## src/rtl/md_sequencer.sv

```systemverilog
// md_sequencer: iterative shift-add multiplier / restoring divider producing {hi, lo}.
// Optional feature MD_EARLY_TERM_EN: multiply leaves RUN once the remaining multiplier is zero.
module md_sequencer #(
    parameter int unsigned XLEN = 32
) (
    input  logic              clk,
    input  logic              rst,
    input  logic              start,
    input  logic              is_mult,
    input  logic              is_unsigned,
    input  logic [XLEN-1:0]   a,
    input  logic [XLEN-1:0]   b,
    output logic              busy,
    output logic              done,
    output logic [2*XLEN-1:0] result,
    output logic              div_by_zero
);
    localparam int unsigned RW = 2 * XLEN;
    localparam int unsigned CW = $clog2(XLEN);

    typedef enum logic [2:0] {S_IDLE, S_PREP, S_RUN, S_FIX, S_DONE} state_t;

    state_t          state, state_nx;
    logic [XLEN-1:0] a_q, b_q, opb;
    logic [RW-1:0]   acc, opa;
    logic [CW-1:0]   cnt;
    logic            op_mult, op_uns, neg_res, neg_rem;

    logic [XLEN-1:0] a_abs, b_abs, div_diff, quo_fix, rem_fix;
    logic [XLEN:0]   div_sh;
    logic [RW-1:0]   fix_val;
    logic            div_ge, last_iter, accept;

    always_ff @(posedge clk or posedge rst) begin
        if (rst) state <= S_IDLE;
        else     state <= state_nx;
    end

    always_comb begin
        state_nx  = state;
        last_iter = (cnt == CW'(XLEN - 1));
`ifdef MD_EARLY_TERM_EN
        if (op_mult && (opb[XLEN-1:1] == '0)) last_iter = 1'b1;
`endif
        case (state)
            S_IDLE:  if (start) state_nx = S_PREP;
            S_PREP:  state_nx = S_RUN;
            S_RUN:   if (last_iter) state_nx = S_FIX;
            S_FIX:   state_nx = S_DONE;
            S_DONE:  state_nx = start ? S_PREP : S_IDLE;
            default: state_nx = S_IDLE;
        endcase
    end

    // Operand magnitudes, one restoring-divide step and the final sign fix-up
    always_comb begin
        accept   = start && ((state == S_IDLE) || (state == S_DONE));
        a_abs    = (!op_uns && a_q[XLEN-1]) ? XLEN'(-a_q) : a_q;
        b_abs    = (!op_uns && b_q[XLEN-1]) ? XLEN'(-b_q) : b_q;
        div_sh   = {acc[RW-1:XLEN], acc[XLEN-1]};
        div_ge   = (div_sh >= {1'b0, opb});
        div_diff = XLEN'(div_sh - {1'b0, opb});
        quo_fix  = neg_res ? XLEN'(-acc[XLEN-1:0]) : acc[XLEN-1:0];
        rem_fix  = neg_rem ? XLEN'(-acc[RW-1:XLEN]) : acc[RW-1:XLEN];
        if (op_mult)          fix_val = neg_res ? RW'(-acc) : acc;
        else if (b_q == '0)   fix_val = {a_q, {XLEN{1'b1}}};
        else                  fix_val = {rem_fix, quo_fix};
    end

    always_ff @(posedge clk or posedge rst) begin
        if (rst) begin
            busy        <= 1'b0;
            done        <= 1'b0;
            result      <= '0;
            div_by_zero <= 1'b0;
            a_q         <= '0;
            b_q         <= '0;
            op_mult     <= 1'b0;
            op_uns      <= 1'b0;
            neg_res     <= 1'b0;
            neg_rem     <= 1'b0;
            acc         <= '0;
            opa         <= '0;
            opb         <= '0;
            cnt         <= '0;
        end else begin
            busy <= (state_nx == S_PREP) || (state_nx == S_RUN) || (state_nx == S_FIX);
            done <= (state_nx == S_DONE);
            if (accept) begin
                a_q     <= a;
                b_q     <= b;
                op_mult <= is_mult;
                op_uns  <= is_unsigned;
            end
            case (state)
                S_PREP: begin
                    cnt     <= '0;
                    neg_res <= !op_uns && (a_q[XLEN-1] ^ b_q[XLEN-1]);
                    neg_rem <= !op_uns && a_q[XLEN-1];
                    opb     <= b_abs;
                    if (op_mult) begin
                        acc <= '0;
                        opa <= RW'(a_abs);
                    end else begin
                        acc <= RW'(a_abs);
                        opa <= '0;
                    end
                end
                S_RUN: begin
                    cnt <= cnt + CW'(1);
                    if (op_mult) begin
                        if (opb[0]) acc <= acc + opa;
                        opa <= opa << 1;
                        opb <= opb >> 1;
                    end else begin
                        // acc holds {remainder, quotient}; quotient bits enter at the LSB
                        acc <= {(div_ge ? div_diff : div_sh[XLEN-1:0]), acc[XLEN-2:0], div_ge};
                    end
                end
                S_FIX: begin
                    result      <= fix_val;
                    div_by_zero <= !op_mult && (b_q == '0);
                end
                default: ;
            endcase
        end
    end
endmodule

```

## config.mk

```make
export PLATFORM = sky130hd
export DESIGN_NAME = md_sequencer
export DESIGN_NICKNAME = d
export VERILOG_FILES = /design/src/rtl/md_sequencer.sv
export SDC_FILE = /design/constraint.sdc
export NUM_CORES = 1
export LEC_CHECK = 0
export BUFFER_PORTS_ARGS = -buffer_cell sky130_fd_sc_hd__buf_4
export CORE_MARGIN = 4
export CORE_UTILIZATION = 60
export CTS_BUF_LIST = sky130_fd_sc_hd__clkbuf_16
export CTS_CLUSTER_DIAMETER = 150
export CTS_CLUSTER_SIZE = 30
export DETAILED_ROUTE_END_ITERATION = 10
export PLACE_DENSITY = 0.84
export SYNTH_ARGS = -nofsm -noshare
export SYNTH_HDL_FRONTEND = slang
export SYNTH_SLANG_ARGS = --single-unit
export TNS_END_PERCENT = 10
```

## constraint.sdc

```tcl
create_clock -name clk -period 12.3 [get_ports clk]
set_input_delay 3.075 -clock clk [delete_from_list [all_inputs] [get_ports clk]]
set_output_delay 3.075 -clock clk [all_outputs]
set_load 0.01 [all_outputs]
```

Yosys cells after proc, flatten, opt, wreduce, memory -nomap -nowiden --
Cells that the tools add are included.
Word-level totals: word-level logic and storage cells 73, input bits 69, bits in writable memories 0, latch bits 0, register bits 303, memories 0, memory bits (read-only) 0
Operators by class: mux-type cells 22, divide/modulo/power cells 0, eq/ne operators 11, shifts and indexed selects 0, $add $sub $neg 8, magnitude comparators 1, bitwise gates (word level) 1, multiply operators 0, reductions and logical operators 15
Operator list (count):
- two-way mux 64 bit | 6
- two-way mux 32 bit | 8
- case mux 64 bit (2 select lines) | 2
- negation 32 bit | 4
- adder 64 bit | 1
- negation 64 bit | 1
- case mux 32 bit (2 select lines) | 1
- >= comparator 33 x 32 -> 1 bit | 1
- zero test 32 bit | 1
- subtractor 32 bit | 1
- case mux 3 bit (5 select lines) | 1
- == test 3 x 2 -> 1 bit (second input constant) | 4
- case mux 5 bit (2 select lines) | 1
- == test 3 x 1 -> 1 bit (second input constant) | 2
- == test 3 bit (second input constant) | 2
- two-way mux 3 bit | 2
- adder 5 x 1 -> 5 bit (second input constant) | 1
- == test 5 bit (second input constant) | 1
- logical AND 1 bit | 5
- AND reduction 2 bit | 2
- zero test 3 bit | 1
- logical OR 1 bit | 3
- != test 3 bit (second input constant) | 1
- zero test 1 bit | 2
- 4 further kinds | 4

Depth between registers and ports, before layout --
depth in word-level cells 6, mapped depth 14, mapped depth without buffers 14

Worst setup path after synthesis --
OpenSTA, ideal clock, no wires.
path kind input to register, from input port start, to register a_q[10], arrival 4310 ps, buffers on the path 2, setup slack 7865 ps, stages on the path 4, required time 12175 ps, cell sequence nor3b_1 > clkbuf_1 > clkbuf_1 > mux2_2
Between the ends: word-level cells in the longest chain between the ends 1
RTL lines:
- start, declared | line 8 | input logic start,
- logical AND 1 bit | line 57 | accept = start && ((state == S_IDLE) || (state == S_DONE));
- end signal, assigned | line 76 | a_q <= '0;
- end signal, assigned | line 90 | a_q <= a;
- end, declared | line 24 | logic [XLEN-1:0] a_q, b_q, opb;
Every way passes these cells. A chain may end at the register's enable or synchronous reset.

==> impl_results.md <==
- Run status: finished, final reports clean
- Tot GR Track Use: about a third
- Async S/R FF share, synth: 100.0%
- Synthesis Warnings: 0
- Static Leakage: between 10 and 15 nW
- Final cell utilization of the core: around two thirds
- CTS Sinks: ~300
- Launch point of the worst hold path: result[42]$_DFFE_PP0N_
- Largest net degree at the start of global routing: 114
- Worst-skew pair later-pin latency: about 0.55 ns
- Cell mode on critical path: sky130_fd_sc_hd__buf_4
- End point of the most critical hold path: result[42]$_DFFE_PP0N_
- Die width: 199.4 microns
- Wire per inst: about 22 microns
- CP top delay family: buffers and inverters
- Num rows: 69
- Worst vdd rail ir drop: roughly 0.00018 V
- Flip-flop and latch count after synthesis: 303
- Worst-path maximum fanout: between 100 and 150
- Total power: between 7 and 8 mW
- Routed vias/inst: 6.628
- DIE AREA: around 40000 sq um
- Max-slew headroom at the worst pin: 23.54%
- Max layer used: met4
- Arrival time of the worst setup path: roughly 5.3 ns
- Fmax: ~210 MHz
- Synthesized netlist net count: roughly 2900
- DR pass1 iterations: 6
- Crit-path slowest cell: sky130_fd_sc_hd__buf_4
- Number of antenna violations at the first check in global routing: 0
- Cell Area, Synth: 21990 sq um
- Final Skew: between 0.03 and 0.04 ns
- Switching power: roughly 3.7 mW
- Internal cell power: 3.357 mW
- Reg2Reg Depth: 12
- CTS buffer count: 14
- Height of the die: 199.4 microns
- Portion of total power attributed to sequential cells: ~29%
- Via count of the first global-routing pass: 20490
- Count of routing violations after the opening detailed-route iteration: approximately 2100
- Power density over the cells: 300.4 nW/um^2
- TritonCTS clock tree: built
- Critical Path Sink Type: async pin
- H-tree levels: 1
- Accumulated negative setup slack: 0 ns
- Share of power burned in combinational logic: between 60% and 70%
- Buffer depth of the longest clock path: 3
- Reg-to-Reg Start: acc[0]$_DFFE_PP0P_
- Overflow left after global routing: 0
- Met1 WL: ~27 mm
- Setup CP Type: in -> async
- Instance count of the mapped netlist: about 2700
- Global-route wire length before repair: between 100 and 150 mm
- Clk pin slew, worst setup/hold paths: around 0.12 ns
- Number of cells on the worst hold path: 2
- Critical-path cell list: buf_4 > inv_8 > buf_4 > buf_4
- Number of maximum-capacitance constraint violations: 0
- Transition time of the tightest slew-check pin: 1.143 ns
- Final critical path time including I/O delays and setup: around 4.8 ns
- Post-CTS Hold Buffers: 0
- Part of the total power dissipated in the clock network: 8.0%
- Part of the cycle the worst path needs: 39.17%
- Launching element type of the critical path: input pin
- Max incr delay on CP: roughly 0.86 ns
- Final setup violation count: 0
- Hold crit path type: reg -> reg
- Pins Over Slew Limit: 0
- Synth Flop Type: sky130_fd_sc_hd__dfrtp_1
- HPWL after detailed placement: roughly 50 mm
- Post-route antenna net violation count: 0
- Mean area per synthesized cell: about 8.1 sq um
- CP required: between 10 and 15 ns
- Post-CTS setup repair buffer count: 0
- I/O Buffers: 135
- Initial core utilization: between 60% and 70%
- R2R Setup Slk: slightly below 8 ns
- Number of top-level design ports: 136
- Total routed wirelength: roughly 69 mm
- RSZ-0062 raised after global routing: no
- Area of the placeable core: 35830 sq um
- Layout cell share with drive strength beyond 1: around 10%
- RR Endpoint: acc[58]$_DFFE_PP0P_
- Number of distinct library cells after synthesis: 75
- Inserted Diodes: 0
- Count of buffer and inverter cells on the critical path: 4
- Routability-driven placement congestion ratio: around 1.0
- Sequential area share after synthesis: ~34%
- Routed length on met2: approximately 32 mm
- DRC: 0
- Area growth from synthesis to layout: 6.960%
- Fin nets: between 2000 and 3000
- Fin. Hold Viols: 0
- Via count: about 21000
- EDFF count, synth: 0
- Cell chosen for the clock root: sky130_fd_sc_hd__clkbuf_16
- Post-cts resize count: 0
- Post-route worst hold slack: 0.5031 ns
- Proportion of total power due to net switching: about 52%
- Detail Route met3 WL: roughly 5.5 mm
-- layer usage --
metal | vias to the layer above | track usage (%)
met5 | - | 0
met4 | 0 | 17.91
met3 | 248 | 5.260
met2 | 977 | 57.22
met1 | 10120 | 42.67
li1 | 9789 | -
-- worst register-to-register path: stages (launching register included) --
cell	delay [ns]
sky130_fd_sc_hd__dfrtp_1	0.46
sky130_fd_sc_hd__ha_1	0.26
sky130_fd_sc_hd__fa_1	0.43
sky130_fd_sc_hd__a211oi_1	0.30
sky130_fd_sc_hd__o211ai_1	0.15
sky130_fd_sc_hd__a31oi_1	0.54
sky130_fd_sc_hd__a21oi_1	0.32
sky130_fd_sc_hd__o21bai_1	0.31
sky130_fd_sc_hd__nand2_1	0.28
sky130_fd_sc_hd__a32o_1	0.35
sky130_fd_sc_hd__o41ai_1	0.63
sky130_fd_sc_hd__xor2_1	0.14
sky130_fd_sc_hd__o31ai_1	0.21
-- layout make-up --
class	instances	area [sq um]
Inverter	89	341.6
Multi-Input combinational cell	2158	13410
Sequential cell	303	7586
Tap cell	461	576.8
Clock inverter	3	32.53
Fill cell	3078	12310
Timing Repair Buffer	159	1194
Clock buffer	15	375.4
-- placed cells by master, fill, tap and decap left out, types with 11 or more instances in the layout --
| cell | Yosys | final |
|---|---|---|
| sky130_fd_sc_hd__nor3_1 | 35 | 35 |
| sky130_fd_sc_hd__nand4_1 | 26 | 26 |
| sky130_fd_sc_hd__o211ai_1 | 14 | 14 |
| sky130_fd_sc_hd__and3_1 | 12 | 12 |
| sky130_fd_sc_hd__o21a_1 | 14 | 14 |
| sky130_fd_sc_hd__xnor2_1 | 95 | 95 |
| sky130_fd_sc_hd__nand2b_1 | 14 | 14 |
| sky130_fd_sc_hd__nand2_1 | 318 | 316 |
| sky130_fd_sc_hd__nor4_1 | 15 | 15 |
| sky130_fd_sc_hd__ha_1 | 101 | 101 |
| sky130_fd_sc_hd__mux2_2 | 61 | 61 |
| sky130_fd_sc_hd__nor2b_1 | 12 | 12 |
| sky130_fd_sc_hd__nand3_1 | 69 | 69 |
| sky130_fd_sc_hd__or3_1 | 38 | 38 |
| sky130_fd_sc_hd__mux2i_1 | 25 | 25 |
| sky130_fd_sc_hd__nor2_1 | 267 | 264 |
| sky130_fd_sc_hd__a211oi_1 | 60 | 60 |
| sky130_fd_sc_hd__o31ai_1 | 43 | 43 |
| sky130_fd_sc_hd__o21bai_1 | 15 | 15 |
| sky130_fd_sc_hd__xor2_1 | 99 | 99 |
| sky130_fd_sc_hd__a21o_1 | 44 | 44 |
| sky130_fd_sc_hd__o41ai_1 | 15 | 15 |
| sky130_fd_sc_hd__clkbuf_16 | 0 | 15 |
| sky130_fd_sc_hd__a22oi_1 | 12 | 12 |
| sky130_fd_sc_hd__inv_1 | 88 | 88 |
| sky130_fd_sc_hd__a21oi_1 | 292 | 292 |
| sky130_fd_sc_hd__or4_1 | 18 | 18 |
| sky130_fd_sc_hd__a31oi_1 | 58 | 58 |
| sky130_fd_sc_hd__buf_4 | 0 | 159 |
| sky130_fd_sc_hd__dfrtp_1 | 303 | 302 |
| sky130_fd_sc_hd__or2_2 | 11 | 11 |
| sky130_fd_sc_hd__o21ai_1 | 34 | 33 |
| sky130_fd_sc_hd__o21ai_0 | 235 | 235 |
-- cell usage after synthesis, types with 4 or more instances --
cell | n | area (sq um)
sky130_fd_sc_hd__nand2_1 | 318 | 1194
sky130_fd_sc_hd__dfrtp_1 | 303 | 7582
sky130_fd_sc_hd__a21oi_1 | 292 | 1461
sky130_fd_sc_hd__nor2_1 | 267 | 1002
sky130_fd_sc_hd__o21ai_0 | 235 | 1176
sky130_fd_sc_hd__clkbuf_1 | 152 | 570.6
sky130_fd_sc_hd__ha_1 | 101 | 1264
sky130_fd_sc_hd__xor2_1 | 99 | 867.1
sky130_fd_sc_hd__xnor2_1 | 95 | 832.1
sky130_fd_sc_hd__inv_1 | 88 | 330.3
sky130_fd_sc_hd__nand3_1 | 69 | 345.3
sky130_fd_sc_hd__mux2_2 | 61 | 686.9
sky130_fd_sc_hd__a211oi_1 | 60 | 450.4
sky130_fd_sc_hd__a31oi_1 | 58 | 362.9
sky130_fd_sc_hd__a21o_1 | 44 | 330.3
sky130_fd_sc_hd__o31ai_1 | 43 | 322.8
sky130_fd_sc_hd__or3_1 | 38 | 237.7
sky130_fd_sc_hd__nor3_1 | 35 | 175.2
sky130_fd_sc_hd__o21ai_1 | 34 | 170.2
sky130_fd_sc_hd__nand4_1 | 26 | 162.7
sky130_fd_sc_hd__mux2i_1 | 25 | 250.2
sky130_fd_sc_hd__buf_1 | 20 | 75.07
sky130_fd_sc_hd__or4_1 | 18 | 135.1
sky130_fd_sc_hd__nor4_1 | 15 | 93.84
sky130_fd_sc_hd__o21bai_1 | 15 | 112.6
sky130_fd_sc_hd__o41ai_1 | 15 | 131.4
sky130_fd_sc_hd__nand2b_1 | 14 | 87.58
sky130_fd_sc_hd__o211ai_1 | 14 | 105.1
sky130_fd_sc_hd__o21a_1 | 14 | 105.1
sky130_fd_sc_hd__a22oi_1 | 12 | 90.09
sky130_fd_sc_hd__and3_1 | 12 | 75.07
sky130_fd_sc_hd__nor2b_1 | 12 | 75.07
sky130_fd_sc_hd__or2_2 | 11 | 68.82
sky130_fd_sc_hd__and4_1 | 9 | 78.83
sky130_fd_sc_hd__o221ai_1 | 7 | 61.31
sky130_fd_sc_hd__a221oi_1 | 5 | 43.79
sky130_fd_sc_hd__buf_6 | 5 | 56.30
sky130_fd_sc_hd__o22ai_1 | 5 | 31.28
sky130_fd_sc_hd__o31a_1 | 5 | 43.79
sky130_fd_sc_hd__o31ai_2 | 5 | 62.56
sky130_fd_sc_hd__a2111oi_0 | 4 | 35.03
sky130_fd_sc_hd__a221o_1 | 4 | 40.04
sky130_fd_sc_hd__and2_1 | 4 | 25.02
sky130_fd_sc_hd__nand3b_1 | 4 | 30.03
sky130_fd_sc_hd__nor3b_1 | 4 | 30.03
-- stage by stage --
step | worst slack (ns) | instances | instance area [sq um]
floorplan | 0.8507 | 2730 | 21990
global placement | 6.828 | 3170 | 23110
detailed placement | 6.752 | 3170 | 23110
CTS | 7.338 | 3188 | 23520
global route | 7.027 | 3188 | 23520
finish | 7.482 | 3188 | 23520
-- power by group through the flow --
stage | Clock (mW) | Combinational (mW) | Sequential [mW]
after floorplan | 0 | 3.27 | 1.80
after global placement | 0 | 4.23 | 2.04
after detailed placement | 0 | 4.34 | 2.06
after CTS | 0.571 | 4.36 | 2.04
after global routing | 0.605 | 4.89 | 2.11
final | 0.564 | 4.43 | 2.07
-- cells by family after synthesis --
group | Yosys count | share of synthesized area (%)
buffers and inverters | 269 | 4.780
AO/OA/AOI/OAI | 907 | 24.85
AND/OR/NAND/NOR | 868 | 17.97
adder cells (fa/ha/maj) | 103 | 5.930
multiplexers | 86 | 4.262
flip-flops | 303 | 34.48
XOR/XNOR | 194 | 7.728
-- sequential cells by signal, summed over array words and instances (netlist names) --
name / flops
op_mult: 1
opa: 64
neg_rem: 1
done: 1
op_uns: 1
neg_res: 1
state: 3
b_q: 32
div_by_zero: 1
result: 64
busy: 1
cnt: 5
opb: 32
a_q: 32
acc: 64
-- worst max path at each step --
stage | from | slack (ns) | cells past startpoint | to
5_1_grt | rst | 7.03 | 4 | op_mult$_DFFE_PP0P_
4_1_cts | rst | 7.34 | 4 | op_mult$_DFFE_PP0P_
3_3_place_gp | rst | 6.83 | 4 | op_mult$_DFFE_PP0P_
6_report | rst | 7.48 | 4 | op_mult$_DFFE_PP0P_
3_5_place_dp | rst | 6.75 | 4 | op_mult$_DFFE_PP0P_
2_1_floorplan | rst | 0.85 | 1 | a_q[0]$_DFFE_PP0P_
No activity file was read; power rests on OpenSTA's default activity.
